[src/rtl/sdc_bridge_pkg.sv]
// Shared state encoding and lane-reversal helper for the Wishbone-to-Avalon
// master bridge.
package sdc_bridge_pkg;

    typedef enum logic [1:0] {
        IDLE   = 2'd0,
        CMD    = 2'd1,
        RDWAIT = 2'd2,
        ACK    = 2'd3
    } bridge_state_t;

    // Source bit index for output bit idx when the lanes of a lanes*lane_w
    // vector are reversed (lane 0 <-> lane lanes-1); bit order inside a lane is kept.
    function automatic int unsigned lane_src_bit(input int unsigned idx,
                                                 input int unsigned lanes,
                                                 input int unsigned lane_w);
        return (lanes - 1 - idx / lane_w) * lane_w + idx % lane_w;
    endfunction

endpackage

[src/rtl/byte_lane_swap.sv]
// Static lane reversal: pure wiring when ENABLE=1, straight through otherwise.
// LANE_W=8 swaps bytes of a data bus, LANE_W=1 reverses a byte-select vector.
module byte_lane_swap
    import sdc_bridge_pkg::*;
#(
    parameter int unsigned DATA_W = 32,
    parameter int unsigned LANE_W = 8,
    parameter bit          ENABLE = 1'b1
) (
    input  logic [DATA_W-1:0] data,
    output logic [DATA_W-1:0] swapped
);

    for (genvar i = 0; i < DATA_W; i++) begin : g_bit
        localparam int unsigned SRC = ENABLE ? lane_src_bit(unsigned'(i), DATA_W / LANE_W, LANE_W)
                                             : unsigned'(i);
        assign swapped[i] = data[SRC];
    end

endmodule

[src/rtl/wb_avalon_master_bridge.sv]
// Registered Wishbone classic slave to Avalon-MM master bridge with
// waitrequest/readdatavalid handling, optional lane swap and a bus timeout.
module wb_avalon_master_bridge
    import sdc_bridge_pkg::*;
#(
    parameter int unsigned DATA_W      = 32,
    parameter int unsigned ADDR_W      = 32,
    parameter bit          BYTE_SWAP   = 1'b1,
    parameter bit          USE_RDVALID = 1'b1,
    parameter int unsigned TIMEOUT_CYC = 1023
) (
    input  logic                clk_i,
    input  logic                rst_i,
    input  logic [ADDR_W-1:0]   wb_adr_i,
    input  logic [DATA_W-1:0]   wb_dat_i,
    output logic [DATA_W-1:0]   wb_dat_o,
    input  logic [DATA_W/8-1:0] wb_sel_i,
    input  logic                wb_we_i,
    input  logic                wb_cyc_i,
    input  logic                wb_stb_i,
    output logic                wb_ack_o,
    output logic                wb_err_o,
    output logic [ADDR_W-1:0]   avm_address,
    output logic [DATA_W-1:0]   avm_writedata,
    output logic [DATA_W/8-1:0] avm_byteenable,
    output logic                avm_read,
    output logic                avm_write,
    input  logic [DATA_W-1:0]   avm_readdata,
    input  logic                avm_waitrequest,
    input  logic                avm_readdatavalid
);

    localparam int unsigned SEL_W = DATA_W / 8;
    localparam int unsigned TMR_W = (TIMEOUT_CYC > 1) ? $clog2(TIMEOUT_CYC + 1) : 1;
    localparam logic [TMR_W-1:0] TMR_LAST = (TIMEOUT_CYC == 0) ? '0 : TMR_W'(TIMEOUT_CYC - 1);

    bridge_state_t state, next_state;
    logic [TMR_W-1:0] timer;
    logic we_q, aborted;
    logic [DATA_W-1:0] swapped_wdata, swapped_rdata;
    logic [SEL_W-1:0]  swapped_sel;
    logic accept, cmd_clear, capture, timeout, ack_set, err_set;
    logic waiting, expired, suppress;

    byte_lane_swap #(.DATA_W(DATA_W), .LANE_W(8), .ENABLE(BYTE_SWAP)) u_wdata_swap (
        .data(wb_dat_i), .swapped(swapped_wdata));
    byte_lane_swap #(.DATA_W(DATA_W), .LANE_W(8), .ENABLE(BYTE_SWAP)) u_rdata_swap (
        .data(avm_readdata), .swapped(swapped_rdata));
    byte_lane_swap #(.DATA_W(SEL_W), .LANE_W(1), .ENABLE(BYTE_SWAP)) u_sel_swap (
        .data(wb_sel_i), .swapped(swapped_sel));

    always_ff @(posedge clk_i) begin
        if (rst_i) state <= IDLE;
        else       state <= next_state;
    end

    always_comb begin
        // NOTE: every signal of this block gets a default first, so no path can infer a latch.
        next_state = state;
        accept     = 1'b0;
        cmd_clear  = 1'b0;
        capture    = 1'b0;
        timeout    = 1'b0;
        waiting    = (state == CMD) || (state == RDWAIT);
        expired    = (TIMEOUT_CYC != 0) && (timer >= TMR_LAST);
        suppress   = aborted || !wb_cyc_i;
        ack_set    = 1'b0;
        unique case (state)
            IDLE: begin
                if (wb_cyc_i && wb_stb_i) begin
                    accept     = 1'b1;
                    next_state = CMD;
                end
            end
            CMD: begin
                if (!avm_waitrequest) begin
                    cmd_clear = 1'b1;
                    if (we_q || !USE_RDVALID) begin
                        capture    = !we_q;
                        ack_set    = !suppress;
                        next_state = suppress ? IDLE : ACK;
                    end else begin
                        next_state = RDWAIT;
                    end
                end else if (expired) begin
                    cmd_clear  = 1'b1;
                    timeout    = 1'b1;
                    next_state = IDLE;
                end
            end
            RDWAIT: begin
                // Completion is checked before expiry so a same-cycle return wins.
                if (avm_readdatavalid) begin
                    capture    = 1'b1;
                    ack_set    = !suppress;
                    next_state = suppress ? IDLE : ACK;
                end else if (expired) begin
                    timeout    = 1'b1;
                    next_state = IDLE;
                end
            end
            ACK:     next_state = IDLE;
            default: next_state = IDLE;
        endcase
        err_set = timeout && !suppress;
    end

    always_ff @(posedge clk_i) begin
        // NOTE: non-blocking assignments only; every register updates from pre-edge values.
        if (rst_i) begin
            wb_dat_o       <= '0;
            wb_ack_o       <= 1'b0;
            wb_err_o       <= 1'b0;
            avm_address    <= '0;
            avm_writedata  <= '0;
            avm_byteenable <= '0;
            avm_read       <= 1'b0;
            avm_write      <= 1'b0;
            we_q           <= 1'b0;
            aborted        <= 1'b0;
            timer          <= '0;
        end else begin
            wb_ack_o <= ack_set;
            wb_err_o <= err_set;
            if (accept) begin
                avm_address    <= wb_adr_i;
                avm_writedata  <= swapped_wdata;
                avm_byteenable <= swapped_sel;
                avm_write      <= wb_we_i;
                avm_read       <= !wb_we_i;
                we_q           <= wb_we_i;
                aborted        <= 1'b0;
                timer          <= '0;
            end
            if (cmd_clear) begin
                avm_read  <= 1'b0;
                avm_write <= 1'b0;
            end
            // A master that drops cyc keeps the Avalon side running, but loses its ack/err.
            if (waiting) begin
                timer <= timer + TMR_W'(1);
                if (!wb_cyc_i) aborted <= 1'b1;
            end
            if (capture)      wb_dat_o <= swapped_rdata;
            else if (timeout) wb_dat_o <= '0;
        end
    end

endmodule

[config.mk]
export PLATFORM = sky130hd
export DESIGN_NAME = wb_avalon_master_bridge
export DESIGN_NICKNAME = d
export VERILOG_FILES = /design/src/rtl/sdc_bridge_pkg.sv /design/src/rtl/byte_lane_swap.sv /design/src/rtl/wb_avalon_master_bridge.sv
export SDC_FILE = /design/constraint.sdc
export NUM_CORES = 1
export LEC_CHECK = 0
export ABC_AREA = 0
export ABC_CLOCK_PERIOD_IN_PS = 5580
export CAP_MARGIN = 20
export CORE_ASPECT_RATIO = 1.75
export CORE_MARGIN = 5
export CORE_UTILIZATION = 40
export DETAILED_ROUTE_END_ITERATION = 8
export GPL_TIMING_DRIVEN = 0
export PLACE_DENSITY = 0.82
export SETUP_SLACK_MARGIN = 0.5
export SYNTH_ARGS = -nofsm -noshare
export SYNTH_HDL_FRONTEND = slang
export SYNTH_SLANG_ARGS = --single-unit
[constraint.sdc]
create_clock -name clk_i -period 5.58 [get_ports clk_i]
set_input_delay 1.674 -clock clk_i [delete_from_list [all_inputs] [get_ports clk_i]]
set_output_delay 1.674 -clock clk_i [all_outputs]
set_load 0.02 [all_outputs]
==> results.json <==
{
  "status": "complete, no violations",
  "synth_nets": 603,
  "gr-usage-met2_pct": 37.8,
  "fin_crit_ns": 3.38,
  "hold_viol": 0,
  "post_cts_buffers": 0,
  "syn_to_final_growth_pct": 66.7,
  "initial_core_util_pct": 40.4,
  "grt_usage_pct": 21.0,
  "dieHeight_um": 147,
  "tightest_slew_ns": 0.547,
  "finalClockSkew_ns": 0.00831,
  "worst-path-max-fanout": 10,
  "first_pass_iters": 4,
  "synth_common_cells": "147 x nand2_1, 118 x dfxtp_1, 81 x a21oi_1, 31 x a22o_1, 23 x clkbuf_1",
  "synthTopCellsByArea": "dfxtp_1 55%, nand2_1 13%, a21oi_1 9.5%",
  "synth_flop_cell": "dfxtp_1",
  "synth_cell_types": 40,
  "clock-sinks": 118,
  "period_share_pct": 60.5,
  "switching_power_mw": 0.571,
  "use_met1_pct": 20.6,
  "ant_nets": 0,
  "antenna_cells": 0,
  "setup_tns_ns": 0,
  "cp-end-kind": "flip-flop",
  "grt_pass1_wl_um": 21300,
  "tritoncts": "done",
  "io_pins": 211,
  "ctsResizeCount": 0,
  "synthArstFlopShare_pct": 0,
  "r2r_cells": 7,
  "switching_share_pct": 24.3,
  "grt-busiest-layer": "met2",
  "whs_path_depth": 2,
  "power_leakage_nw": 2.57,
  "crit_required_ns": 5.88,
  "yosysWarnings": 0,
  "fmax_mhz": 296,
  "drive_above_1_share_pct": 4.65,
  "path_class": "primary input to flip-flop",
  "setup_violations": 0,
  "htree_levels": 4,
  "place_inst": 829,
  "hold_slack_ns": 0.452,
  "synth-seq-cells": 118,
  "post_drt_wl_per_cell_um": 15.9,
  "fin_nets": 831,
  "clock_tree.root_cell": "clkbuf_16",
  "drc": 0,
  "synth_area_per_cell_um2": 8.71,
  "core_area_um2": 10600,
  "final_cells": 861,
  "cts_made_buffers": 17,
  "netlist.area_leader.share_pct": 55.3,
  "antenna_found_initial": 0,
  "arrival_ns": 3.68,
  "cap_viol_max_count": 0,
  "power_frac_comb_pct": 15.1,
  "postCtsHoldBufs": 0,
  "rows": 50,
  "p_per_area_nw_per_um2": 330,
  "slew_headroom_pct": 63.5,
  "yosysSeqAreaShare_pct": 55.3,
  "synth_most_common_cell": "nand2_1",
  "critPathLaunchType": "primary input",
  "via_per_inst": 5.09,
  "drt_iter0_markers": 177,
  "power_frac_seq_pct": 38.6,
  "clk_latency_ns": 0.40,
  "grt_max_degree": 17,
  "port_buffers": 209,
  "dp_slack_ns": 1.81,
  "fillers": 867,
  "grtUsageMet3_pct": 5.76,
  "syn_inst": 490,
  "vdd_drop_max_mv": 0.251,
  "slew_viol_final": 0,
  "synth-edff-count": 0,
  "die_width_um": 88.1,
  "vias": 4384,
  "fin_ws_ns": 2.20,
  "clk_pin_slew_ns": 0.05,
  "overflow": 0,
  "cts.path.max_buffers": 2,
  "power.share.clock_pct": 46.4,
  "intPower_mw": 1.78,
  "synth_top_area_cell": "dfxtp_1",
  "hpwl_um": 10400,
  "gp_congestion": 0.849,
  "synth_area_um2": 4270,
  "rsz0062_at_grt": "false",
  "routed_wl_um": 13700,
  "fp.dieArea_um2": 12900,
  "grt_pass1_vias": 4504,
  "hp-class": "flip-flop to flip-flop"
}
[power by group through the flow]
stage | Sequential (mW) | Clock [mW] | Combinational [mW]
after floorplan | 0.962 | 0 | 0.126
after global placement | 0.920 | 0 | 0.344
after detailed placement | 0.923 | 0 | 0.353
after CTS | 0.906 | 1.11 | 0.356
after global routing | 0.911 | 1.15 | 0.383
final | 0.906 | 1.09 | 0.354
[logic make-up after synthesis]
| kind of cell | share of synthesized area (%) |
|---|---|
| AND/OR/NAND/NOR | 17.9 |
| AO/OA/AOI/OAI | 20.6 |
| flip-flops | 55.3 |
| buffers and inverters | 4.13 |
| adder cells (fa/ha/maj) | 1.76 |
| multiplexers | 0.264 |
[registers in the layout, summed over array words and instances (netlist names), 2 cells and up]
signal / flops
timer: 10
wb_dat_o: 32
avm_writedata: 32
avm_byteenable: 4
state: 2
avm_address: 32
[final timing paths]
check                   start                to  slack, ns
max                  wb_cyc_i         avm_write       2.20
min          avm_writedata[7]  avm_writedata[7]       0.45
max reg2reg          state[1]         avm_write       3.34
min reg2reg  avm_writedata[7]  avm_writedata[7]       0.45
[critical path: stages]
cell and delay (ns):
clkdlybuf4s50_1 0.55, and3_1 0.18, clkbuf_1 0.43, clkbuf_1 0.46
nand2_1 0.14, a221oi_1 0.25
[cells in the final DEF (no fill, tap or decap), types with 4 or more instances in the layout]
cell type        synthesis  layout
buf_1                    7       7
a21oi_1                 81      81
nand2_1                147     147
nor2_1                  12      12
a22o_1                  31      31
ha_1                     6       6
dfxtp_1                118     118
inv_1                    5       5
clkbuf_1                23      28
nand3b_1                 4       4
nor3_1                   4       4
clkdlybuf4s50_1          0     209
clkbuf_16                0      17
o21ai_0                  9       9
a31oi_1                  5       5
[through the flow]
stage	util, %	power, mW	cell area (um^2)
after global placement	61.7	1.26	6530
after CTS	67.3	2.37	7120
after global routing	67.3	2.44	7120
after detailed placement	61.7	1.28	6530
after floorplan	-	1.09	4270
final	67.3	2.35	7120
[metal layers]
| layer | vias up | wire [um] | share of wire (%) |
|---|---|---|---|
| met5 | - | 0 | 0 |
| met4 | 0 | 682 | 5.0 |
| met3 | 48 | 852 | 6.2 |
| met2 | 171 | 7280 | 53 |
| met1 | 2027 | 4920 | 36 |
| li1 | 2138 | - | - |
[layout make-up]
| class | count | area [um^2] | area share, % |
|---|---|---|---|
| timing repair buffer | 209 | 2090 | 29.4 |
| inverter | 6 | 22.5 | 0.316 |
| clock inverter | 8 | 123 | 1.72 |
| clock buffer | 24 | 472 | 6.63 |
| sequential | 118 | 2360 | 33.2 |
| buffer | 34 | 154 | 2.16 |
| tap | 130 | 163 | 2.28 |
| multi-input combinational | 332 | 1730 | 24.3 |
(Power assumes the default switching activity.)
